[src/rtl/itch_msg_framer_pkg.sv]
`default_nettype none
// ============================================================================
// Module      : itch_msg_framer_pkg
// Description : Shared types and constants for the ITCH message framer.
//               Holds the framer state encoding, the default maximum
//               message length and the default end-of-frame idle gap.
// Revision    : 1.0 - initial release
// ============================================================================
package itch_msg_framer_pkg;

    // Largest legal ITCH message length in bytes.
    localparam int ITCH_MAX_MSG_LEN = 64;

    // Consecutive idle cycles on the byte strobe that close a frame.
    localparam int ITCH_FRAME_GAP   = 4;

    // Width of the per-message remaining/index counters.
    localparam int ITCH_IDX_W       = 6;

    typedef enum logic [1:0] {
        LEN_HI  = 2'd0,
        LEN_LO  = 2'd1,
        PAYLOAD = 2'd2,
        DRAIN   = 2'd3
    } itchFramerStateType;

endpackage
`default_nettype wire

[src/rtl/frame_gap_detect.sv]
`default_nettype none
// ============================================================================
// Module      : frame_gap_detect
// Description : Infers frame boundaries on a byte stream from an idle gap on
//               the valid strobe. A 4-bit counter clears on every valid
//               byte, counts idle cycles and saturates at GAP_CYCLES.
//               frameEndOut pulses for one cycle: the idle cycle on which
//               the counter steps onto GAP_CYCLES.
// Ports       : clkIn       - clock
//               rstNIn      - asynchronous active-low reset
//               validIn     - byte strobe of the monitored stream
//               frameEndOut - one-cycle frame-end pulse
// Revision    : 1.0 - initial release
// ============================================================================
module frame_gap_detect
    import itch_msg_framer_pkg::*;
#(
    parameter int GAP_CYCLES = ITCH_FRAME_GAP
) (
    input  logic clkIn,
    input  logic rstNIn,
    input  logic validIn,
    output logic frameEndOut
);

    localparam logic [3:0] GAP_C      = 4'(GAP_CYCLES);
    localparam logic [3:0] GAP_LAST_C = 4'(GAP_CYCLES - 1);

    logic [3:0] gap_q;
    logic [3:0] gap_d;

    always_comb begin
        gap_d = gap_q;
        if (validIn) begin
            gap_d = 4'd0;
        end else if (gap_q != GAP_C) begin
            gap_d = gap_q + 4'd1;
        end
    end

    always_ff @(posedge clkIn or negedge rstNIn) begin
        if (!rstNIn) begin
            gap_q <= 4'd0;
        end else begin
            gap_q <= gap_d;
        end
    end

    // Fires only on the transition into the saturated value, so a long idle
    // period produces a single pulse.
    assign frameEndOut = !validIn && (gap_q == GAP_LAST_C);

endmodule
`default_nettype wire

[src/rtl/itch_msg_framer.sv]
`default_nettype none
// ============================================================================
// Module      : itch_msg_framer
// Description : Splits the ITCH byte stream following the MoldUDP64 header
//               into messages. Each block is a 2-byte big-endian length
//               followed by that many payload bytes. Payload bytes are
//               re-emitted one cycle later with SOP/EOP, message type, byte
//               index, loss qualifier and error pulses.
// Ports       : clkIn           - clock (parser domain)
//               rstNIn          - asynchronous active-low reset
//               itchDataValidIn - input byte strobe
//               itchDataIn      - input byte
//               packetLostIn    - sequence-gap pulse for the current frame
//               msgValidOut     - payload byte valid
//               msgDataOut      - payload byte
//               msgSopOut       - first byte of a message
//               msgEopOut       - last byte of a message
//               msgTypeOut      - message type, held from SOP to next SOP
//               msgByteIdxOut   - byte index within the message
//               msgLostOut      - frame follows a sequence gap
//               truncErrOut     - frame ended inside a length or payload
//               lenErrOut       - length prefix above MAX_MSG_LEN
//               msgCntOut       - completed message count (wraps)
// Revision    : 1.0 - initial release
// ============================================================================
module itch_msg_framer
    import itch_msg_framer_pkg::*;
#(
    parameter int MAX_MSG_LEN = ITCH_MAX_MSG_LEN,
    parameter int GAP_CYCLES  = ITCH_FRAME_GAP
) (
    input  logic        clkIn,
    input  logic        rstNIn,
    input  logic        itchDataValidIn,
    input  logic [7:0]  itchDataIn,
    input  logic        packetLostIn,
    output logic        msgValidOut,
    output logic [7:0]  msgDataOut,
    output logic        msgSopOut,
    output logic        msgEopOut,
    output logic [7:0]  msgTypeOut,
    output logic [5:0]  msgByteIdxOut,
    output logic        msgLostOut,
    output logic        truncErrOut,
    output logic        lenErrOut,
    output logic [31:0] msgCntOut
);

    localparam logic [15:0] MAX_LEN_C = 16'(MAX_MSG_LEN);

    itchFramerStateType    state_q, state_d;
    logic [7:0]            lenHi_q, lenHi_d;
    logic [ITCH_IDX_W-1:0] rem_q, rem_d;
    logic [ITCH_IDX_W-1:0] idx_q, idx_d;
    logic                  lost_q, lost_d;

    logic        valid_q,   valid_d;
    logic [7:0]  data_q,    data_d;
    logic        sop_q,     sop_d;
    logic        eop_q,     eop_d;
    logic [7:0]  type_q,    type_d;
    logic [5:0]  byteIdx_q, byteIdx_d;
    logic        msgLost_q, msgLost_d;
    logic        trunc_q,   trunc_d;
    logic        lenErr_q,  lenErr_d;
    logic [31:0] cnt_q,     cnt_d;

    logic        frameEnd;
    logic [15:0] lenWord;

    frame_gap_detect #(
        .GAP_CYCLES (GAP_CYCLES)
    ) u_gap (
        .clkIn       (clkIn),
        .rstNIn      (rstNIn),
        .validIn     (itchDataValidIn),
        .frameEndOut (frameEnd)
    );

    assign lenWord = {lenHi_q, itchDataIn};

    always_comb begin
        state_d   = state_q;
        lenHi_d   = lenHi_q;
        rem_d     = rem_q;
        idx_d     = idx_q;
        lost_d    = lost_q;
        valid_d   = 1'b0;
        data_d    = data_q;
        sop_d     = 1'b0;
        eop_d     = 1'b0;
        type_d    = type_q;
        byteIdx_d = byteIdx_q;
        trunc_d   = 1'b0;
        lenErr_d  = 1'b0;
        cnt_d     = cnt_q;

        // frameEnd only fires while the strobe is low, so it never competes
        // with byte processing below.
        if (frameEnd) begin
            if (state_q == LEN_LO || state_q == PAYLOAD) begin
                trunc_d = 1'b1;
            end
            state_d = LEN_HI;
            lost_d  = 1'b0;
        end

        // A loss pulse coincident with frame end belongs to the next frame.
        if (packetLostIn) begin
            lost_d = 1'b1;
        end

        if (itchDataValidIn) begin
            case (state_q)
                LEN_HI: begin
                    lenHi_d = itchDataIn;
                    state_d = LEN_LO;
                end
                LEN_LO: begin
                    if (lenWord == 16'd0) begin
                        state_d = LEN_HI;
                    end else if (lenWord > MAX_LEN_C) begin
                        lenErr_d = 1'b1;
                        state_d  = DRAIN;
                    end else begin
                        // A length equal to 2**ITCH_IDX_W loads as 0; the
                        // down-counter wraps and still reaches 1 on the
                        // final byte.
                        rem_d   = lenWord[ITCH_IDX_W-1:0];
                        idx_d   = '0;
                        state_d = PAYLOAD;
                    end
                end
                PAYLOAD: begin
                    valid_d   = 1'b1;
                    data_d    = itchDataIn;
                    byteIdx_d = idx_q;
                    if (idx_q == '0) begin
                        sop_d  = 1'b1;
                        type_d = itchDataIn;
                    end
                    if (rem_q == ITCH_IDX_W'(1)) begin
                        eop_d   = 1'b1;
                        cnt_d   = cnt_q + 32'd1;
                        state_d = LEN_HI;
                    end
                    rem_d = rem_q - ITCH_IDX_W'(1);
                    idx_d = idx_q + ITCH_IDX_W'(1);
                end
                default: begin
                    // DRAIN: discard until the gap closes the frame.
                end
            endcase
        end

        msgLost_d = lost_q;
    end

    always_ff @(posedge clkIn or negedge rstNIn) begin
        if (!rstNIn) begin
            state_q   <= LEN_HI;
            lenHi_q   <= 8'd0;
            rem_q     <= '0;
            idx_q     <= '0;
            lost_q    <= 1'b0;
            valid_q   <= 1'b0;
            data_q    <= 8'd0;
            sop_q     <= 1'b0;
            eop_q     <= 1'b0;
            type_q    <= 8'd0;
            byteIdx_q <= 6'd0;
            msgLost_q <= 1'b0;
            trunc_q   <= 1'b0;
            lenErr_q  <= 1'b0;
            cnt_q     <= 32'd0;
        end else begin
            state_q   <= state_d;
            lenHi_q   <= lenHi_d;
            rem_q     <= rem_d;
            idx_q     <= idx_d;
            lost_q    <= lost_d;
            valid_q   <= valid_d;
            data_q    <= data_d;
            sop_q     <= sop_d;
            eop_q     <= eop_d;
            type_q    <= type_d;
            byteIdx_q <= byteIdx_d;
            msgLost_q <= msgLost_d;
            trunc_q   <= trunc_d;
            lenErr_q  <= lenErr_d;
            cnt_q     <= cnt_d;
        end
    end

    assign msgValidOut   = valid_q;
    assign msgDataOut    = data_q;
    assign msgSopOut     = sop_q;
    assign msgEopOut     = eop_q;
    assign msgTypeOut    = type_q;
    assign msgByteIdxOut = byteIdx_q;
    assign msgLostOut    = msgLost_q;
    assign truncErrOut   = trunc_q;
    assign lenErrOut     = lenErr_q;
    assign msgCntOut     = cnt_q;

endmodule
`default_nettype wire

[config.mk]
export PLATFORM = sky130hd
export DESIGN_NAME = itch_msg_framer
export DESIGN_NICKNAME = d
export VERILOG_FILES = /design/src/rtl/itch_msg_framer_pkg.sv /design/src/rtl/frame_gap_detect.sv /design/src/rtl/itch_msg_framer.sv
export SDC_FILE = /design/constraint.sdc
export NUM_CORES = 1
export LEC_CHECK = 0
export ABC_AREA = 1
export CAP_MARGIN = 40
export CORE_MARGIN = 8
export CORE_UTILIZATION = 58
export DETAILED_ROUTE_END_ITERATION = 8
export GPL_ROUTABILITY_DRIVEN = 0
export PLACE_DENSITY = 0.85
export SLEW_MARGIN = 20
export SYNTH_ARGS = -nofsm -noshare
export SYNTH_HDL_FRONTEND = slang
export SYNTH_SLANG_ARGS = --single-unit
[constraint.sdc]
create_clock -name clkIn -period 2.35 [get_ports clkIn]
set_input_delay 0.3525 -clock clkIn [delete_from_list [all_inputs] [get_ports clkIn]]
set_output_delay 0.3525 -clock clkIn [all_outputs]
set_load 0.01 [all_outputs]
# Word-level counts from Yosys, hierarchy flattened

Cells that the tools add are included.

Register bits: 87
Bits of input ports: 12
Output and inout bits: 60
Logic and storage cells: 72

Add/sub/neg operators: 4
$lt $le $gt $ge: 1
Equal/unequal tests: 7
Mux-type cells: 30
Reductions and logical operators: 14

Operator list:

| kind                                                  | count |
|---|---|
| adder 32 x 1 -> 32 bit, second input constant         | 1 |
| 2-to-1 mux 6 bit                                      | 4 |
| one-hot mux 6 bit (2 select lines)                    | 2 |
| 2-to-1 mux 1 bit                                      | 17 |
| > comparator 16 x 7 -> 1 bit, second input constant   | 1 |
| zero test 16 bit                                      | 1 |
| 2-to-1 mux 2 bit                                      | 4 |
| 2-to-1 mux 4 bit                                      | 2 |
| adder 6 x 1 -> 6 bit, second input constant           | 1 |
| equality test 6 x 1 -> 1 bit, second input constant   | 1 |
| zero test 6 bit                                       | 1 |
| one-hot mux 2 bit (3 select lines)                    | 1 |
| AND reduction 3 bit                                   | 2 |
| nonzero test 2 bit                                    | 3 |
| subtractor 6 x 1 -> 6 bit, second input constant      | 1 |
| adder 4 x 1 -> 4 bit, second input constant           | 1 |
| equality test 4 x 2 -> 1 bit, second input constant   | 1 |
| inequality test 2 bit, second input constant          | 2 |
| inequality test 4 x 3 -> 1 bit, second input constant | 1 |
| AND reduction 2 bit                                   | 2 |
| AND reduction 4 bit                                   | 1 |
| equality test 2 x 1 -> 1 bit, second input constant   | 1 |
| equality test 2 bit, second input constant            | 1 |
| zero test 2 bit                                       | 1 |
| other kinds (3)                                       | 3 |

# Depth between registers and ports, before layout

Word-level depth: 6
Gate-level depth with buffers: 13
Depth with buffers taken out: 11

# Hierarchy

From an unflattened synthesis, not the netlist that was laid out.

Cell total of the unflattened synthesis: 604
Area total of the unflattened synthesis: 4,685.7 µm²

Modules (own cells, without submodules):

| module           | times used | cells an instance | area an instance (µm²) | seq. area each (µm²) |
|---|---|---|---|---|
| itch_msg_framer  | 1          | 572               | 4,436.8                | 2,077.0 |
| frame_gap_detect | 1          | 32                | 249.0                  | 100.1 |

# Worst setup path after synthesis

OpenSTA, ideal clock, no wires.

Path type: reg2reg
Start: reg state_q[0]
End: reg cnt_q[23], in the netlist msgCntOut[23]
Library setup time: 0.117 ns
Data arrival time: 1.509 ns
Data required time: 2.233 ns
Slack: 0.724 ns
Cell stages (with the launch flop): 14
Path buffers: 2
Clock period less this slack: 1.626 ns
Path through: dfrtp_1 inv_1 ha_1 buf_6 nand2_8 inv_4 nand3_4 nor2_8 buf_6 nand2_1 nor2_1 nand3_1 nand2_1 nand2_1

Cells in the longest elaborated chain, start to end: 2

RTL lines:

| what                                 | RTL line               | source |
|---|---|---|
| from (decl)                          | itch_msg_framer.sv:51  | `itchFramerStateType state_q, state_d;` |
| from (signal assigned)               | itch_msg_framer.sv:177 | `state_q <= state_d;` |
| equality test 2 bit                  | itch_msg_framer.sv:114 | `case (state_q)` |
| AND reduction 3 bit (no source line) | --                     |  |
| to (signal assigned)                 | itch_msg_framer.sv:191 | `cnt_q <= cnt_d;` |
| to (decl)                            | itch_msg_framer.sv:66  | `logic [31:0] cnt_q, cnt_d;` |

Every way passes these cells.
A chain may end at the register's enable or synchronous reset.

# Final worst setup path

Start: reg state_q[0]
End: reg type_q[1], in the netlist msgTypeOut[1]

Cells in the longest elaborated chain, start to end: 2

RTL lines:

| what                                 | RTL line               | source |
|---|---|---|
| equality test 2 bit                  | itch_msg_framer.sv:114 |  |
| AND reduction 3 bit (no source line) | --                     |  |
| to (signal assigned)                 | itch_msg_framer.sv:186 | `type_q <= type_d;` |
| to (decl)                            | itch_msg_framer.sv:61  | `logic [7:0] type_q, type_d;` |

Every way passes these cells.

==> summary.txt <==
Status - finished with violations
Failing checks - negative hold slack
Vias per std cell - 5.31
TritonRoute pass-1 iters - 5
Yosys reg bits - 87
Initial antenna violation count - 0
Placed Cells - 756
Critical Path RT - 2.59 ns
Detailed-route via count - 4103
Skew-Pair Late Insertion Delay - 0.36 ns
Cell area after layout - 0.00555 mm2
Worst reg2reg path depth - 8
Max-slew violations - 0
IO Port Bufs - 71
Post-synthesis average cell area - 7.70 um2
Share of cells above drive strength 1 - 0.0507
Commonest non-fill, non-tap cells in the layout - nand2_1 (209), dfrtp_1 (87), nor2_1 (77)
P&R area growth vs syn - 22.9%
Gate Count Post-Synth - 587
Final Worst Setup Slack - 0.451 ns
Die X - 104 um
Placed instance area - 0.00536 mm2
Layout net count - 688
Avg WL per Cell - 14.3 um
Global-route wire length before repair - 18900 um
Seq/Total Area, Yosys - 0.482
Gr ovfl total - 0
Slew @ Worst Pin - 0.596 ns
Final min period - 1.90 ns
Hold slack - -0.00871 ns
GRT Total Usage - 0.210
Reg clk slew, reported paths - 0.09 ns
Synth cell types - 25
Die Ht - 104 um
Warnings, synthesis - 0
Setup-failing EPs final - 0
CTS Sinks - 87
PostCTS Resize Cnt - 0
PD cells - 873 mW/mm2
Type of the tightest min-delay check - primary input to async pin
CTS Buffer Depth - 2
Highest Clock Rate - 526 MHz
Root Buffer - clkbuf_8
Leak - 2.61 nW
Hold Fails Final Rpt - 20
# rows - 32
Leading cell type in the layout, fill and taps excluded - nand2_1
Crit path capture type - register
Critical path startpoint category - register
Post-synth net total - 610
H-tree Lvls - 3
RSZ-0062 raised after global routing - no
Floorplan core area - 0.00765 mm2
Final ANT Viol Nets - 0
Skew final - 0.00981 ns
Postcts setup bufs - 0
Diodes inserted - 0
Final non-filler cell total - 772
DP Wirelength - 8440 um
TritonCTS buffer count - 9
Vias in the first global route - 4033
Final Cycle Share - 0.808
Total Wirelength - 11000 um
WP data arrival - 2.14 ns
DR iter-0 viols - 242
Setup CP Type - register to register
Crit Path Max Fanout - 27
Io pins - 72
Peak VDD IR - 0.000678 V
TritonCTS clock tree - done
Setup tns final - 0 ns
Slew HR - 0.603
Die area - 0.0109 mm2
Drt drc - 0
Setup Slack @ Placement - 0.266 ns
Initial core utilization - 0.591
Largest net degree at the start of global routing - 46
Cell Area, Synth - 0.00452 mm2
Max-cap violations - 0
Hold buffers post-CTS - 0
sequential cells by signal (all words and copies together) (netlist names):
| register | flops |
|---|---|
| msgValidOut | 1 |
| msgCntOut | 32 |
| lenHi_q | 8 |
| msgDataOut | 8 |
| u_gap.gap_q | 4 |
| msgTypeOut | 8 |
| rem_q | 6 |
| lost_q | 1 |
| msgLostOut | 1 |
| lenErrOut | 1 |
| msgEopOut | 1 |
| idx_q | 6 |
| msgByteIdxOut | 6 |
| msgSopOut | 1 |
| state_q | 2 |
| truncErrOut | 1 |
cells in the mapped netlist (all sizes together):
cell    count  area, um2
a21oi       1       5.00
nand3b      7       52.6
xor2       10       87.6
nor2       82        339
nand3      44        233
ha         11        138
nand4       7       43.8
buf         7       53.8
a21o        1       7.51
o21ai      46        230
clkbuf      6       22.5
nor3        3       15.0
inv        52        198
xnor2      12        105
dfrtp      87       2180
nand2     211        811
cells by family (layout without fill, tap and decap cells):
family,after synthesis,in the layout,share of synthesized area
AO/OA/AOI/OAI,48,48,0.0537
buffers and inverters,65,148,0.0606
AND/OR/NAND/NOR,354,354,0.331
XOR/XNOR,22,22,0.0426
flip-flops,87,87,0.482
adder cells (fa/ha/maj),11,11,0.0305
report_power, final:
group	switching, mW	leakage (nW)	internal [mW]
clock network	0.557	0.0933	0.497
registers	0.275	1.14	1.84
logic	0.943	1.38	0.730
metrics by stage:
step	util	total power, mW
after CTS	0.726	4.86
after floorplan	-	3.05
after global placement	0.701	3.71
final	0.726	4.85
after detailed placement	0.701	3.81
after global routing	0.726	5.14
worst paths after layout:
path / start / end / slack [ns]
max reg2reg: state_q[0]$_DFF_PN0_ / msgTypeOut[1]$_DFFE_PN0P_ / 0.45
max in group asynchronous: rstNIn / msgCntOut[8]$_DFFE_PN0P_ / 1.76
min reg2reg: lost_q$_DFFE_PN0P_ / msgLostOut$_DFF_PN0_ / 0.39
max: state_q[0]$_DFF_PN0_ / msgTypeOut[1]$_DFFE_PN0P_ / 0.45
min in group clkIn: lost_q$_DFFE_PN0P_ / msgLostOut$_DFF_PN0_ / 0.39
min: rstNIn / msgByteIdxOut[5]$_DFFE_PN0P_ / -0.009
cell type report:
type / count / area, um2
Sequential cell: 87 / 2180
Clock buffer: 10 / 128
Multi-Input combinational cell: 435 / 2070
Inverter: 52 / 198
Timing Repair Buffer: 80 / 788
Fill cell: 588 / 2090
Clock inverter: 6 / 67.6
Tap cell: 102 / 128
layer usage:
layer | routed length [um] | global-route usage | share of wire
met2 | 5410 | 0.349 | 0.49
met5 | 0 | 0 | 0
met4 | 224 | 0.0951 | 0.020
met1 | 4790 | 0.259 | 0.43
met3 | 592 | 0.0421 | 0.054
critical path: stages (launching register included):
cell and delay [ns]:
dfrtp_1 0.43, inv_1 0.10, ha_1 0.27, nand2_8 0.07, buf_4 0.22, nor2_1 0.24, inv_1 0.24, nand2_1 0.11
o21ai_0 0.09
Note: power is estimated with default switching activity, not from simulation.
